`config.mk`:
```
export PLATFORM = sky130hd
export DESIGN_NAME = interrupt_sequencer_flat
export DESIGN_NICKNAME = d
export VERILOG_FILES = /design/src/rtl/interrupt_sequencer_if.sv /design/src/rtl/interrupt_sequencer.sv /design/src/flat_wrapper.sv
export SDC_FILE = /design/constraint.sdc
export NUM_CORES = 1
export LEC_CHECK = 0
export ABC_AREA = 0
export CORE_MARGIN = 2
export CORE_UTILIZATION = 40
export DETAILED_ROUTE_END_ITERATION = 8
export MAX_ROUTING_LAYER = met4
export PLACE_DENSITY_LB_ADDON = 0.1
export SLEW_MARGIN = 30
export SYNTH_ARGS = -nofsm -noshare
export SYNTH_HDL_FRONTEND = slang
export SYNTH_SLANG_ARGS = --single-unit
```
`constraint.sdc`:
```
create_clock -name clk -period 2.9 [get_ports clk]
set_clock_uncertainty 0.05 [all_clocks]
set_input_delay 0.58 -clock clk [delete_from_list [all_inputs] [get_ports clk]]
set_output_delay 0.58 -clock clk [all_outputs]
set_load 0.01 [all_outputs]
```
`src/rtl/interrupt_sequencer_if.sv`:
```
// 16-bit stack port shared between the interrupt sequencer and the data memory.
// One request per cycle; Mem_Ready acknowledges a push or qualifies Pop_Data.
interface interrupt_sequencer_if;
  logic        Stack_Req;
  logic        Stack_Write;
  logic [15:0] Stack_Data;
  logic        Mem_Ready;
  logic [15:0] Pop_Data;

  modport master (
    output Stack_Req,
    output Stack_Write,
    output Stack_Data,
    input  Mem_Ready,
    input  Pop_Data
  );

  modport slave (
    input  Stack_Req,
    input  Stack_Write,
    input  Stack_Data,
    output Mem_Ready,
    output Pop_Data
  );
endinterface

```
`src/rtl/interrupt_sequencer.sv`:
```
// Interrupt entry / RTI return controller: pushes PC and flags to the stack,
// redirects fetch to the vector, and later pops them back while freezing the front end.
module interrupt_sequencer #(
  parameter logic [31:0] INT_VECTOR = 32'h0000_0010
) (
  input  logic                   clk,
  input  logic                   rst,
  input  logic                   INT,
  input  logic                   RTI_Start,
  input  logic [31:0]            Resume_PC,
  input  logic [2:0]             Flags,
  interrupt_sequencer_if.master  stack,
  output logic                   Stall,
  output logic                   Flush,
  output logic                   PC_Load,
  output logic [31:0]            PC_Value,
  output logic                   Flags_Load,
  output logic [2:0]             Flags_Restore,
  output logic                   Int_Enable
);

  typedef enum logic [3:0] {
    IDLE,
    PUSH_HI,
    PUSH_LO,
    PUSH_FLG,
    VECTOR,
    POP_FLG,
    POP_LO,
    POP_HI,
    RESUME
  } state_t;

  state_t      state;
  state_t      state_n;
  logic        pending;
  logic        entry_start;
  logic [31:0] saved_pc;
  logic [2:0]  saved_flags;
  logic [15:0] ret_lo;
  logic [15:0] ret_hi;
  logic [2:0]  restore_flags;

  assign entry_start = (state == IDLE) && (state_n == PUSH_HI);

  always_ff @(posedge clk or posedge rst) begin
    if (rst) begin
      state <= IDLE;
    end else begin
      state <= state_n;
    end
  end

  // A request that arrives mid-sequence (or while masked) waits here until IDLE can take it.
  always_ff @(posedge clk or posedge rst) begin
    if (rst) begin
      pending <= 1'b0;
    end else if (entry_start) begin
      pending <= 1'b0;
    end else if (INT) begin
      pending <= 1'b1;
    end
  end

  always_ff @(posedge clk or posedge rst) begin
    if (rst) begin
      saved_pc      <= '0;
      saved_flags   <= '0;
      ret_lo        <= '0;
      ret_hi        <= '0;
      restore_flags <= '0;
      Int_Enable    <= 1'b1;
    end else begin
      if (entry_start) begin
        saved_pc    <= Resume_PC;
        saved_flags <= Flags;
      end
      if (stack.Mem_Ready) begin
        case (state)
          POP_FLG: restore_flags <= stack.Pop_Data[2:0];
          POP_LO:  ret_lo        <= stack.Pop_Data;
          POP_HI:  ret_hi        <= stack.Pop_Data;
          default: ;
        endcase
      end
      if (state == VECTOR) begin
        Int_Enable <= 1'b0;
      end else if (state == RESUME) begin
        Int_Enable <= 1'b1;
      end
    end
  end

  // RTI wins over any interrupt in IDLE; every stack state waits on Mem_Ready.
  always_comb begin
    state_n           = state;
    Stall             = 1'b1;
    Flush             = 1'b0;
    PC_Load           = 1'b0;
    PC_Value          = '0;
    Flags_Load        = 1'b0;
    Flags_Restore     = '0;
    stack.Stack_Req   = 1'b0;
    stack.Stack_Write = 1'b0;
    stack.Stack_Data  = '0;
    case (state)
      IDLE: begin
        Stall = 1'b0;
        if (RTI_Start) begin
          state_n = POP_FLG;
        end else if ((pending || INT) && Int_Enable) begin
          state_n = PUSH_HI;
        end
      end
      PUSH_HI: begin
        stack.Stack_Req   = 1'b1;
        stack.Stack_Write = 1'b1;
        stack.Stack_Data  = saved_pc[31:16];
        if (stack.Mem_Ready) state_n = PUSH_LO;
      end
      PUSH_LO: begin
        stack.Stack_Req   = 1'b1;
        stack.Stack_Write = 1'b1;
        stack.Stack_Data  = saved_pc[15:0];
        if (stack.Mem_Ready) state_n = PUSH_FLG;
      end
      PUSH_FLG: begin
        stack.Stack_Req   = 1'b1;
        stack.Stack_Write = 1'b1;
        stack.Stack_Data  = {13'b0, saved_flags};
        if (stack.Mem_Ready) state_n = VECTOR;
      end
      VECTOR: begin
        PC_Load  = 1'b1;
        PC_Value = INT_VECTOR;
        Flush    = 1'b1;
        state_n  = IDLE;
      end
      POP_FLG: begin
        stack.Stack_Req = 1'b1;
        if (stack.Mem_Ready) state_n = POP_LO;
      end
      POP_LO: begin
        stack.Stack_Req = 1'b1;
        if (stack.Mem_Ready) state_n = POP_HI;
      end
      POP_HI: begin
        stack.Stack_Req = 1'b1;
        if (stack.Mem_Ready) state_n = RESUME;
      end
      RESUME: begin
        PC_Load       = 1'b1;
        PC_Value      = {ret_hi, ret_lo};
        Flags_Load    = 1'b1;
        Flags_Restore = restore_flags;
        Flush         = 1'b1;
        state_n       = IDLE;
      end
      default: begin
        Stall   = 1'b0;
        state_n = IDLE;
      end
    endcase
  end

endmodule

```
`src/flat_wrapper.sv`:
```
// flat-port wrapper written by rule: the top's interface ports become plain ports
module interrupt_sequencer_flat 
#(
  parameter logic [31:0] INT_VECTOR = 32'h0000_0010
)
  (clk, rst, INT, RTI_Start, Resume_PC, Flags, Stall, Flush, PC_Load, PC_Value, Flags_Load, Flags_Restore, Int_Enable, stack_Stack_Req, stack_Stack_Write, stack_Stack_Data, stack_Mem_Ready, stack_Pop_Data);
  interrupt_sequencer_if stack_i ();
  input  logic clk;
  input  logic rst;
  input  logic INT;
  input  logic RTI_Start;
  input  logic [31:0] Resume_PC;
  input  logic [2:0] Flags;
  output logic Stall;
  output logic Flush;
  output logic PC_Load;
  output logic [31:0] PC_Value;
  output logic Flags_Load;
  output logic [2:0] Flags_Restore;
  output logic Int_Enable;
  output wire logic [$bits(stack_i.Stack_Req)-1:0] stack_Stack_Req;
  output wire logic [$bits(stack_i.Stack_Write)-1:0] stack_Stack_Write;
  output wire logic [$bits(stack_i.Stack_Data)-1:0] stack_Stack_Data;
  input wire logic [$bits(stack_i.Mem_Ready)-1:0] stack_Mem_Ready;
  input wire logic [$bits(stack_i.Pop_Data)-1:0] stack_Pop_Data;
  assign stack_Stack_Req = stack_i.Stack_Req;
  assign stack_Stack_Write = stack_i.Stack_Write;
  assign stack_Stack_Data = stack_i.Stack_Data;
  assign stack_i.Mem_Ready = stack_Mem_Ready;
  assign stack_i.Pop_Data = stack_Pop_Data;
  interrupt_sequencer #(.INT_VECTOR(INT_VECTOR)) u_core (.clk(clk), .rst(rst), .INT(INT), .RTI_Start(RTI_Start), .Resume_PC(Resume_PC), .Flags(Flags), .stack(stack_i), .Stall(Stall), .Flush(Flush), .PC_Load(PC_Load), .PC_Value(PC_Value), .Flags_Load(Flags_Load), .Flags_Restore(Flags_Restore), .Int_Enable(Int_Enable));
endmodule
```
==> metrics <==
Post-Synth XOR/XNOR Area=0.767%; Hold Crit Class=flip-flop to flip-flop; fin crit share=96.2%; sequential area share after synthesis=55.5%; CP required=2.27 ns; Post-Syn Nets=317; initial drt markers=78; cell accounting for the most synthesized area=dfrtp_1; Yosys reg bits=76; largest net degree at the start of global routing=49; YS warnings=0; I/O pin count=114; placed instance area=0.00471 mm2; status=complete, no violations; Skew-Pair Late Insertion Delay=0.33 ns; CP max FO=13; number of global-route vias before repair=2504; finished layout cell area=0.00488 mm2; CTS tree=built; initial core utilization=41.5%; routed wire length=7520 um; Leak=0.00214 uW; max_cap viols=0; Die Span X=96.6 um; Largest delay share family, worst path=buffers and inverters; row cnt=33; Fin. Hold Viols=0; WP buf/inv=2; detailed-route vias per instance=4.87; Overall Global Routing Usage=17.6%; top cells by area, synth=dfrtp_1, mux2_2, mux2_1; largest family of logic cells by synthesized area=multiplexers; Hold EP=u_core.saved_pc[8]; layout cell share with drive strength beyond 1=19.5%; fill count=721; Period minus WS final=2.79 ns; Final Max Slew Viols=0; complex-gate fraction of the synthesized area=5.37%; top-count cell post-synth=dfrtp_1; f_max=0.358 GHz; worst hold start=u_core.saved_pc[8]; Final ANT Viol Nets=0; Area Overhead vs Synth=42.4%; global route overflow=0; setup repair bufs after CTS=0; Remaining DRCs=0; total number of vias=2385; Post-synth top cells=dfrtp_1, mux2_2, and2_1, mux2_1, nor2_1; Worst R2R End=u_core.saved_pc[27]; Crit. End Element=primary output; synthesized instance count=261; Mapped Area=0.00343 mm2; DIE HEIGHT=96.6 um; VDD IR-drop max=0.000292 V; DIE AREA=0.00932 mm2; nets@finish=436; Min-Delay Path Depth=1; register-to-register setup slack=1.05 ns; Synth async-reset ratio=100%; Yosys top cell area share=54.8%; RePlAce Congestion=0.754; worst hold margin=0.439 ns; CTS HTree Levels=3; Initial DRT Pass Iterations=4; Synth Area in Simple Gates=10.9%; actual transition at the worst max-transition pin=0.515 ns; final setup fails=0; number of flops mapped to enable cells by yosys=0; # diodes=0; crit path launch type=flip-flop; CTS root buffer=clkbuf_8; reg2reg start=u_core.state[2]; Distinct cells, synth=27; WL/cell=15.3 um; Core ar.=0.00826 mm2; Crit path largest cell delay=0.54 ns; worst path arrival time=2.16 ns; R2R cell count=4; Place WS=0.367 ns; first-pass GRT wire length=12100 um; post-synthesis mux area share=24.3%; Slew headroom=65.6%; Adder-Cell Fraction of Synth Area=0%; Pwr Density=719 mW/mm2; CP max-delay cell=clkdlybuf4s50_1; initial antenna violation count=0; clock buffer count from CTS=9; clk slew on worst S/H paths=0.08 ns; CP Cell Sequence=or2_4 > nor2_1 > buf_4 > a22o_1 > clkdlybuf4s50_1; Final WS setup=0.110 ns; Post-synth top flop=dfrtp_1; HPWL after DPL=5150 um; clock buffer depth=2; worst setup path class=flip-flop to primary output; port buffer count=113; clock sinks=76; post-synthesis area per instance=13.1 um2
-- cells in the final DEF, fill, tap and decap left out, types with 2 or more instances in the layout --
cell             synthesis  layout
nor2_1                  15      14
a22oi_1                  3       3
clkbuf_8                 0       9
xnor2_1                  2       2
clkdlybuf4s50_1          0     113
dfrtp_1                 75      75
nor2b_1                  2       2
nand2_1                  3       3
buf_4                    1       7
a21oi_1                  3       3
clkinv_2                 0       5
a22o_1                  13      13
buf_12                   0       2
nand3_1                  2       2
and2_1                  34      34
mux2_2                  45      45
inv_1                    3       2
o21ai_0                  3       3
mux2_1                  29      29
nand2b_1                 4       4
clkbuf_1                 5       2
-- worst max-delay path by stage --
stage                               start             endpoint  slack [ns]  cells past startpoint
after floorplan                       rst       u_core.pending        0.33                      1
after global placement    u_core.state[2]  stack_Stack_Data[3]        0.37                      5
after detailed placement  u_core.state[2]  stack_Stack_Data[3]        0.37                      5
after CTS                 u_core.state[1]         PC_Value[30]        0.03                      5
after global routing      u_core.state[1]     Flags_Restore[2]       -0.01                      5
final                     u_core.state[2]  stack_Stack_Data[3]        0.11                      5
-- cell families after synthesis --
kind of cell | Yosys count
xor gates and xnor gates | 3
AOI/OAI and AO/OA | 24
buffers and inverters | 19
DFF | 76
muxes | 74
and+or+nand+nor | 65
-- power breakdown --
group	leakage [uW]	switching (uW)	internal, uW
Clock	0.0000868	363	307
Sequential	0.000969	192	1440
Combinational	0.00108	512	693
Total	0.00214	1070	2440
-- state kept, by name, summed over array words and instances, names as in the netlist --
signal                count
u_core.state              4
u_core.Int_Enable         1
u_core.ret_hi            16
u_core.restore_flags      3
u_core.saved_pc          32
u_core.saved_flags        3
u_core.ret_lo            16
u_core.pending            1
-- metrics by stage --
| step | power [uW] | TNS, ns | util, % | std cells |
|---|---|---|---|---|
| after global placement | 2820 | 0 | 57.0 | 474 |
| after CTS | 3550 | 0 | 59.0 | 490 |
| final | 3510 | 0 | 59.1 | 490 |
| after global routing | 3780 | -0.0374 | 59.1 | 490 |
| after detailed placement | 2860 | 0 | 57.0 | 474 |
| after floorplan | 2380 | 0 | - | 261 |
-- layout make-up --
type	count	area, um2	share of cell area, %
inverters	3	12.5	0.256
flip-flops and latches	76	1900	39.0
well taps	105	131	2.69
repair buffers	124	1250	25.6
multi-input cells	166	1420	29.2
clock buffers	11	131	2.69
clock inverters	5	28.8	0.590
-- timing repair --
action,CTS,global route
hold buffers,0,0
setup endpoints to repair,1,35
gates resized for setup,1,3
endpoints found under the hold margin,0,0
-- per-layer routing --
metal | share of wire [%] | global-route usage (%) | wire [um]
met5 | 0 | - | 0
met4 | 0.82 | 5.63 | 62
met3 | 5.7 | 3.41 | 427
met2 | 46 | 27.3 | 3490
met1 | 47 | 23.6 | 3540
No activity file was read; power rests on OpenSTA's default activity.
